===== src/rtl/mips_pkg.sv =====
// mips_pkg: definitions shared by the MIPS register file and its debug
// read-out engine (reg_dump).
//   MIPS_REG_ADDR_W  register address width
//   MIPS_REG_DATA_W  register data width
//   MIPS_NUM_REGS    number of architectural registers
//   dump_state_e     reg_dump sequencer states (CSUM is reached only when
//                    REG_DUMP_CHECKSUM_EN is defined)
package mips_pkg;

  localparam int MIPS_REG_ADDR_W = 5;
  localparam int MIPS_REG_DATA_W = 32;
  localparam int MIPS_NUM_REGS   = 32;

  typedef enum logic [2:0] {
    IDLE  = 3'd0,
    ISSUE = 3'd1,
    WAIT  = 3'd2,
    SEND  = 3'd3,
    CSUM  = 3'd4
  } dump_state_e;

endpackage


===== src/rtl/reg_dump.sv =====
// reg_dump: debug read-out engine for the MIPS register file.
// On a start pulse it walks the register file's second read port through
// addresses 0..NUM_REGS-1, captures each registered read result and emits it,
// tagged with its address, on a valid/ready stream.
//
// Ports:
//   clk        single clock, rising edge
//   rst_n      asynchronous active-low reset
//   start      one-cycle dump request, ignored while busy (and during done)
//   busy       read port owned by this block (core muxes rd_addr on busy)
//   done       one-cycle pulse one edge after the final stream handshake
//   rd_addr    registered read address to the register file
//   rd_data    register file read data, one edge of latency after rd_addr
//   out_valid  stream word valid (registered, independent of out_ready)
//   out_ready  downstream accept
//   out_data   register value (or checksum word)
//   out_addr   address of out_data (0 for the checksum word)
//   out_last   final word of the dump
//
// Build option: define REG_DUMP_CHECKSUM_EN to append one extra word holding
// the XOR of all captured register values (out_addr = 0, out_last = 1).
module reg_dump
  import mips_pkg::*;
#(
  parameter int NUM_REGS = MIPS_NUM_REGS,
  parameter int ADDR_W   = MIPS_REG_ADDR_W,
  parameter int DATA_W   = MIPS_REG_DATA_W
) (
  input  logic              clk,
  input  logic              rst_n,
  input  logic              start,
  output logic              busy,
  output logic              done,
  output logic [ADDR_W-1:0] rd_addr,
  input  logic [DATA_W-1:0] rd_data,
  output logic              out_valid,
  input  logic              out_ready,
  output logic [DATA_W-1:0] out_data,
  output logic [ADDR_W-1:0] out_addr,
  output logic              out_last
);

  localparam logic [ADDR_W-1:0] LAST_IDX = ADDR_W'(NUM_REGS - 1);

  dump_state_e       state;
  logic [ADDR_W-1:0] idx;
  // Set by the final handshake; busy is held for one more edge, which then
  // raises done. This gives the one-edge gap between last handshake and done.
  logic              finishing;
`ifdef REG_DUMP_CHECKSUM_EN
  logic [DATA_W-1:0] csum;
`endif

  // The address register is the index itself, so rd_addr is glitch-free.
  assign rd_addr = idx;

  // NOTE: every state bit lives in this one clocked block and uses
  // non-blocking assignments, so all reads see pre-edge values.
  always_ff @(posedge clk or negedge rst_n) begin
    if (!rst_n) begin
      state     <= IDLE;
      idx       <= '0;
      finishing <= 1'b0;
      busy      <= 1'b0;
      done      <= 1'b0;
      out_valid <= 1'b0;
      out_data  <= '0;
      out_addr  <= '0;
      out_last  <= 1'b0;
`ifdef REG_DUMP_CHECKSUM_EN
      csum      <= '0;
`endif
    end else begin
      // NOTE: done defaults low here so it can only ever be a single-cycle pulse.
      done <= 1'b0;

      case (state)
        IDLE: begin
          if (finishing) begin
            finishing <= 1'b0;
            busy      <= 1'b0;
            done      <= 1'b1;
          end else if (start && !done) begin
            // A start coinciding with the done pulse is dropped.
            state <= ISSUE;
            idx   <= '0;
            busy  <= 1'b1;
`ifdef REG_DUMP_CHECKSUM_EN
            csum  <= '0;
`endif
          end
        end

        // The register file samples rd_addr on this edge.
        ISSUE: state <= WAIT;

        WAIT: begin
          state     <= SEND;
          out_valid <= 1'b1;
          out_data  <= rd_data;
          out_addr  <= idx;
`ifdef REG_DUMP_CHECKSUM_EN
          out_last  <= 1'b0;
          csum      <= csum ^ rd_data;
`else
          out_last  <= (idx == LAST_IDX);
`endif
        end

        SEND: begin
          if (out_ready) begin
            out_valid <= 1'b0;
            out_last  <= 1'b0;
            if (idx != LAST_IDX) begin
              idx   <= idx + 1'b1;
              state <= ISSUE;
            end else begin
`ifdef REG_DUMP_CHECKSUM_EN
              state     <= CSUM;
              out_valid <= 1'b1;
              out_data  <= csum;
              out_addr  <= '0;
              out_last  <= 1'b1;
`else
              state     <= IDLE;
              finishing <= 1'b1;
`endif
            end
          end
        end

`ifdef REG_DUMP_CHECKSUM_EN
        CSUM: begin
          if (out_ready) begin
            out_valid <= 1'b0;
            out_last  <= 1'b0;
            state     <= IDLE;
            finishing <= 1'b1;
          end
        end
`endif

        default: state <= IDLE;
      endcase
    end
  end

endmodule


===== config.mk =====
export PLATFORM = sky130hd
export DESIGN_NAME = reg_dump
export DESIGN_NICKNAME = d
export VERILOG_FILES = /design/src/rtl/mips_pkg.sv /design/src/rtl/reg_dump.sv
export SDC_FILE = /design/constraint.sdc
export NUM_CORES = 1
export LEC_CHECK = 0
export CORE_UTILIZATION = 46
export CTS_CLUSTER_SIZE = 30
export DETAILED_ROUTE_END_ITERATION = 6
export GPL_TIMING_DRIVEN = 0
export PLACE_DENSITY_LB_ADDON = 0.3
export SLEW_MARGIN = 10
export SYNTH_ARGS = -nofsm -noshare
export SYNTH_HDL_FRONTEND = slang
export SYNTH_SLANG_ARGS = --single-unit

===== constraint.sdc =====
create_clock -name clk -period 5.1 [get_ports clk]
set_clock_uncertainty 0.1 [all_clocks]
set_input_delay 0.765 -clock clk [delete_from_list [all_inputs] [get_ports clk]]
set_output_delay 0.765 -clock clk [all_outputs]
set_load 0.05 [all_outputs]

# Yosys cells after proc, flatten, opt, wreduce, memory -nomap -nowiden
# Cells that the tools add are included.
[word_totals] inputBits=36 romBits=0 ff_bits=50 word_cells=51 ramBits=0 output_inout_bits=46 mem_count=0 latchBits=0
[op_classes] n_lt_le_gt_ge=0 bitwise_logic=0 multipliers=0 div_mod_pow=0 n_reduce_logical=11 shifts=0 muxes=20 n_addsub=1 n_eq_ne=10
[op_table] cell="two-way mux 5 bit" count=4
[op_table] cell="one-hot mux 3 bit (4 select lines)" count=1
[op_table] cell="inequality test 2 bit (second input constant)" count=5
[op_table] cell="one-hot mux 5 bit (2 select lines)" count=1
[op_table] cell="two-way mux 3 bit" count=3
[op_table] cell="two-way mux 1 bit" count=8
[op_table] cell="== test 3 x 2 -> 1 bit (second input constant)" count=2
[op_table] cell="one-hot mux 1 bit (2 select lines)" count=3
[op_table] cell="AND reduction 3 bit" count=2
[op_table] cell="nonzero test 2 bit" count=3
[op_table] cell="adder 5 x 1 -> 5 bit (second input constant)" count=1
[op_table] cell="== test 5 bit (second input constant)" count=1
[op_table] cell="inequality test 5 bit (second input constant)" count=1
[op_table] cell="AND reduction 5 bit" count=1
[op_table] cell="AND reduction 2 bit" count=2
[op_table] cell="== test 3 x 1 -> 1 bit (second input constant)" count=1
[op_table] cell="zero test 3 bit" count=1
[op_table] cell="logical AND 1 bit" count=1
[op_table] cell="zero test 1 bit" count=1

# Depth between registers and ports, before layout
# Gate-level depths: netlist of the first run.
[logic_depth] ltp_word=5 depth_mapped=6 mapped_depth_nobuf=6

# Least setup slack after synthesis of the first run
# Ideal clock, no wire load.
[synth_path] kind="register -> register" from="register idx[0], in the netlist rd_addr[0]" to="register idx[3], in the netlist rd_addr[3]" setup_time_ps=124 stages_incl_launch_ff=7 period_less_slack_ps=2196 setup_slack_ps=2904 t_arrival_ps=1972 path_buffers=0 t_required_ps=4876 cell_sequence="dfrtp_1 ha_1 and3_1 ha_1 nand2b_1 o211a_1 a211o_1"
[synth_via] elab_chain_cells=4 word_cells_on_any_way=7 cone_classes="1 x add/sub; 2 x eq/ne; 3 x mux; 1 x reduce/logical"
[synth_lines] element="start, declared" line_no="reg_dump.sv:46" source="logic [ADDR_W-1:0] idx;"
[synth_lines] element="start signal, assigned" line_no="reg_dump.sv:115" source="idx <= idx + 1'b1;"
[synth_lines] element="adder 5 x 1 -> 5 bit" line_no="reg_dump.sv:115"
[synth_lines] element="two-way mux 5 bit" line_no="reg_dump.sv:114" source="if (idx != LAST_IDX) begin"
[synth_lines] element="two-way mux 5 bit" line_no="reg_dump.sv:111" source="if (out_ready) begin"
[synth_lines] element="one-hot mux 5 bit (2 select lines)" line_no="reg_dump.sv:77" source="case (state)"
# Parallel ways exist; a longest one is shown, timed or not. The select of a mux whose other input is x is not followed.
# A chain may end at the register's enable or synchronous reset.

# Worst setup path in the final report of the first run
[layout_path] from="register idx[4], in the netlist rd_addr[4]" to="output rd_addr[4]"
[layout_rtl] element="end, declared" line_no="reg_dump.sv:34" source="output logic [ADDR_W-1:0] rd_addr,"
# No word-level cell between the ends.

==> impl_metrics.env, run 1 <==
export IMPL_synth_edf_count=0
export IMPL_first_iter_violations=72
export IMPL_setup_tns_ns=0
export IMPL_cts_made_buffers=5
export IMPL_dp_hpwl_mm=3.03
export IMPL_postCtsSetupBuffers=0
export IMPL_hold_viol=0
export IMPL_vias=1484
export IMPL_viasPerCell=5.15
export IMPL_area_growth_pct=46.3
export IMPL_initial_core_util_pct=47.7
export IMPL_worstPathCellList="clkdlybuf4s50_1"
export IMPL_ys_types=33
export IMPL_core_rowCount=24
export IMPL_ys_flop_type="dfrtp_1"
export IMPL_clk_pin_slew_worst_paths_ns=0.08
export IMPL_grt_antenna_before_repair=0
export IMPL_synthCells=147
export IMPL_hold_class="in -> async"
export IMPL_critical_path_class="reg -> out"
export IMPL_syn_area_sq_um=2080
export IMPL_cap_violations=0
export IMPL_die_h_um=69.2
export IMPL_place_gp_congestion=0.734
export IMPL_path_delay_family="buffers and inverters"
export IMPL_nets=276
export IMPL_endpoint_kind="output pin"
export IMPL_dr_pass1_iters=6
export IMPL_drtAntennaViolNets=0
export IMPL_clock_latency_ns=0.29
export IMPL_cts_buffer_depth=2
export IMPL_setup_viol=0
export IMPL_routedWlPerCell_um=14.2
export IMPL_grt_pass1_wl_mm=7.00
export IMPL_grt_max_degree=37
export IMPL_io_pins=82
export IMPL_maxSlewHeadroom_pct=63.3
export IMPL_grtUsageTotal_pct=18.5
export IMPL_diodes=0
export IMPL_ys_warn_count=0
export IMPL_slowest_stage="clkdlybuf4s50_1"
export IMPL_hold_buffers=0
export IMPL_h_tree_depth=2
export IMPL_cts_sinks=49
export IMPL_drive_gt1_share_pct=21.2
export IMPL_synthArstFlopShare_pct=100
export IMPL_max_freq_ghz=0.404
export IMPL_dieArea_sq_um=4790
export IMPL_portBuffers=80
export IMPL_tightest_slew_ns=0.551
export IMPL_drc_errors=0
export IMPL_grt_pass1_vias=1528
export IMPL_core_area_sq_um=4350
export IMPL_routed_wl_mm=4.10
export IMPL_worstPathArrival_ns=1.61
export IMPL_required_ns=4.24
export IMPL_overflow=0
export IMPL_rsz0062_at_grt="no"
export IMPL_utilization_pct=69.8
export IMPL_cp_num_buf_inv=1
export IMPL_status="completed"
export IMPL_clock_root_buffer="clkbuf_8"
export IMPL_synthesis_nets=188
export IMPL_crit_fanout=6
export IMPL_fin_crit_ns=2.48
export IMPL_avgSynthCellArea_sq_um=14.1
export IMPL_slew_viol_final=0
export IMPL_cts_tree="built"
export IMPL_fin_crit_sh_pct=48.6
export IMPL_startpoint_type="flop"
export IMPL_cp_slowest_stage_delay_ns=0.85
export IMPL_die_w_um=69.2
export IMPL_yosysSeqAreaShare_pct=59.0
export IMPL_ys_ff_latch=49
export IMPL_cts_resized_gates=0
per-layer routing:
metal | part of all wire (%) | vias to the layer above | track usage (%)
met1 | 44 | 720 | 23.3
met5 | 0 | - | 0
met3 | 8.3 | 7 | 7.99
met4 | 1.3 | 0 | 6.12
li1 | - | 702 | -
met2 | 47 | 55 | 28.7
synth_stat cells (3+ instances only):
cell type   n  area share [%]
a2111oi_0   3             1.3
a211o_1     4             1.7
a21oi_1     3            0.72
and3_1      4             1.2
buf_1       3            0.54
dfrtp_1    49              59
ha_1        5             3.0
inv_1       6             1.1
mux2_2     38              21
layout by cell type, fill, tap and decap left out, drive strengths merged, types with 2 or more instances in the layout:
| master | Yosys | layout |
|---|---|---|
| a211o | 4 | 4 |
| nor2 | 2 | 2 |
| nand2b | 2 | 2 |
| clkbuf | 2 | 10 |
| inv | 6 | 6 |
| dfrtp | 49 | 49 |
| nand3 | 2 | 2 |
| nand3b | 2 | 2 |
| mux2 | 39 | 39 |
| clkdlybuf4s50 | 0 | 79 |
| o22ai | 2 | 2 |
| nand2 | 2 | 2 |
| a21oi | 3 | 3 |
| a2111oi | 3 | 3 |
| and3 | 4 | 4 |
| buf | 6 | 8 |
| ha | 5 | 5 |
cell type report:
type | instances | area [sq um]
inverter | 6 | 22.5
sequential | 49 | 1230
buffer | 8 | 45.0
timing repair buffer | 81 | 816
clock buffer | 8 | 80.1
tap | 52 | 65.1
multi-input combinational | 84 | 783
fill | 337 | 1320
metrics by stage:
stage	cell area, sq um	cells	worst slack [ns]	hold WS (ns)
6_report	3040	288	2.62	0.257
2_1_floorplan	2080	147	2.90	0.369
3_5_place_dp	2960	280	2.55	0.383
5_1_grt	3040	288	2.57	0.268
4_1_cts	3040	288	2.62	0.259
3_3_place_gp	2940	279	1.75	0.378
worst paths after layout:
kind	startpoint	endpoint	slack, ns	cells past startpoint
min in group clk	busy	busy	0.40	2
min reg2reg	busy	busy	0.40	2
min	rst_n	busy	0.26	1
max	rd_addr[4]	rd_addr[4]	2.62	1
max in group asynchronous	rst_n	out_data[22]	4.15	2
max reg2reg	rd_addr[0]	rd_addr[2]	2.98	6
cell families (layout without fill, tap and decap cells):
kind of cell / count (synthesis) / count (layout) / share of synthesized area (%)
multiplexers: 40 / 40 / 21.8
AND/OR/NAND/NOR: 19 / 19 / 5.60
adder cells (fa/ha/maj): 5 / 5 / 3.01
flip-flops: 49 / 49 / 59.0
buffers and inverters: 14 / 103 / 3.25
AO/OA/AOI/OAI: 20 / 20 / 7.29
sequential cells by signal, summed over array words and instances, names as in the netlist:
signal     cells
out_addr       5
finishing      1
state          2
out_data      32
out_valid      1
busy           1
rd_addr        5
done           1
out_last       1
Power of run 1 is not shown: default switching activity piles up to over one toggle a cycle in this logic, so the estimate is an artifact.
==> run 2, diff against run 1 <==
--- a/config.mk
+++ b/config.mk
@@ -5,7 +5,7 @@
 export SDC_FILE = /design/constraint.sdc
 export NUM_CORES = 1
 export LEC_CHECK = 0
-export CORE_UTILIZATION = 46
+export CORE_UTILIZATION = 43
 export CTS_CLUSTER_SIZE = 30
 export DETAILED_ROUTE_END_ITERATION = 6
 export GPL_TIMING_DRIVEN = 0
==> constraint.sdc (replaced) <==
create_clock -name clk -period 2.5 [get_ports clk]
set_clock_uncertainty 0.1 [all_clocks]
set_input_delay 0.375 -clock clk [delete_from_list [all_inputs] [get_ports clk]]
set_output_delay 0.375 -clock clk [all_outputs]
set_load 0.05 [all_outputs]
==> impl_metrics.env, run 2 (synthesis gave the netlist of run 1 again) <==
export IMPL_status="completed"
export IMPL_required_ns=2.64
export IMPL_hold_class="in -> reg"
export IMPL_setup_viol=0
export IMPL_cp_common_cell="ha_1"
export IMPL_hold_viol=0
export IMPL_place_gp_congestion=0.729
export IMPL_routed_wl_mm=4.27
export IMPL_grtUsageTotal_pct=18.5
export IMPL_crit_fanout=7
export IMPL_nets=277
export IMPL_dieArea_sq_um=5110
export IMPL_hold_depth=2
export IMPL_grt_max_degree=30
export IMPL_r2r_start="rd_addr[0]"
export IMPL_hold_start="out_ready"
export IMPL_final_cell_mix="clkdlybuf4s50_1 (79), dfrtp_1 (49), mux2_2 (38), inv_1 (6), clkbuf_8 (6)"
export IMPL_maxSlewHeadroom_pct=62.2
export IMPL_portBuffers=80
export IMPL_fin_area_sq_um=3080
export IMPL_drtAntennaViolNets=0
export IMPL_cts_sinks=49
export IMPL_vias=1502
export IMPL_cp_num_buf_inv=0
export IMPL_dp_hpwl_mm=3.18
export IMPL_clock_root_buffer="clkbuf_8"
export IMPL_regMostFlops="out_data"
export IMPL_io_pins=82
export IMPL_initial_core_util_pct=46.1
export IMPL_r2r_slack_ns=0.34
export IMPL_overflow=0
export IMPL_critical_path_class="reg -> reg"
export IMPL_first_iter_violations=97
export IMPL_cts_buffer_depth=2
export IMPL_wl_met1_mm=1.84
export IMPL_rsz0062_at_grt="no"
export IMPL_cts_tree="built"
export IMPL_worstPathArrival_ns=2.30
export IMPL_area_growth_pct=48.5
export IMPL_core_area_sq_um=4500
export IMPL_worstReg2RegEnd="rd_addr[0]"
export IMPL_path_delay_family="compound AO/OA/AOI/OAI gates"
export IMPL_route_top_layer_used="met4"
export IMPL_diodes=0
export IMPL_cts_resized_gates=0
export IMPL_clk_pin_slew_worst_paths_ns=0.09
export IMPL_routedWlPerCell_um=14.8
export IMPL_slew_viol_final=0
export IMPL_min_to="out_valid"
export IMPL_dpl_cell_area_sq_um=2960
export IMPL_drive_gt1_share_pct=21.9
export IMPL_wl_met2_mm=2.14
export IMPL_tightest_slew_ns=0.567
export IMPL_dr_pass1_iters=6
export IMPL_fin_crit_ns=2.16
export IMPL_die_h_um=71.5
export IMPL_fin_crit_sh_pct=86.3
export IMPL_r2r_cells=6
export IMPL_worstPathCellList="ha_1 -> and3_1 -> ha_1 -> nand2b_1 -> a2111oi_0 -> a211o_1"
export IMPL_cts_made_buffers=5
export IMPL_startpoint_type="flop"
export IMPL_max_freq_ghz=0.463
export IMPL_cap_violations=0
export IMPL_core_rowCount=24
export IMPL_grt_pass1_wl_mm=7.24
export IMPL_grt_antenna_before_repair=0
export IMPL_cp_slowest_stage_delay_ns=0.46
export IMPL_slowest_stage="a2111oi_0"
export IMPL_h_tree_depth=2
export IMPL_drc_errors=0
export IMPL_met3_length_um=243
export IMPL_viasPerCell=5.20
export IMPL_die_w_um=71.5
export IMPL_final_common_cell="clkdlybuf4s50_1"
export IMPL_endpoint_kind="flop"
export IMPL_grt_pass1_vias=1501
export IMPL_largest_register_ffs=32
export IMPL_clock_latency_ns=0.29
==> run 2: changes by cell type in the layout (fill, tap and decap cells not counted), sizes merged <==
cell	previous run	this run
clkbuf	10	9
dlygate4sd3	0	1
bufinv	0	1
==> run 2: stage by stage <==
step                      hold slack [ns]  setup TNS (ns)  util, %  worst slack [ns]  instances
after floorplan                   -0.0206               0        -             0.304        147
after global placement              0.379          -22.60     65.3            -0.463        279
after detailed placement            0.270               0     65.7             0.342        280
after CTS                           0.384               0     68.5             0.355        289
after global routing                0.420               0     68.5             0.208        289
final                               0.396               0     68.5             0.342        289
==> run 2: worst max-delay path by stage <==
stage | startpoint | endpoint | depth (start not counted)
4_1_cts | rd_addr[0] | rd_addr[0] | 6
6_report | rd_addr[0] | rd_addr[0] | 6
2_1_floorplan | rd_addr[0] | rd_addr[3] | 6
5_1_grt | rd_addr[0] | rd_addr[0] | 6
3_3_place_gp | rst_n | out_data[13] | 1
3_5_place_dp | start | rd_addr[0] | 5
==> run 2: layer usage <==
metal / track usage (%) / vias to the layer above
li1: - / 707
met1: 23.3 / 743
met2: 31.0 / 47
met3: 6.33 / 5
met4: 4.58 / 0
met5: 0 / -
==> run 2: timing repair <==
action / in CTS / in global routing
hold endpoints to repair: 20 / 0
endpoints found under the setup margin: 0 / 0
buffers inserted: 0 / 0
hold buffers: 1 / 0
==> run 2: final cells by class <==
cell class / instances / area [sq um]
buffer: 8 / 45.0
clock buffer: 7 / 86.3
clock inverter: 1 / 30.0
fill: 377 / 1420
inverter: 6 / 22.5
multi-input combinational: 84 / 783
sequential: 49 / 1230
tap: 52 / 65.1
timing repair buffer: 82 / 826
Power of run 2 is left out for the same reason.
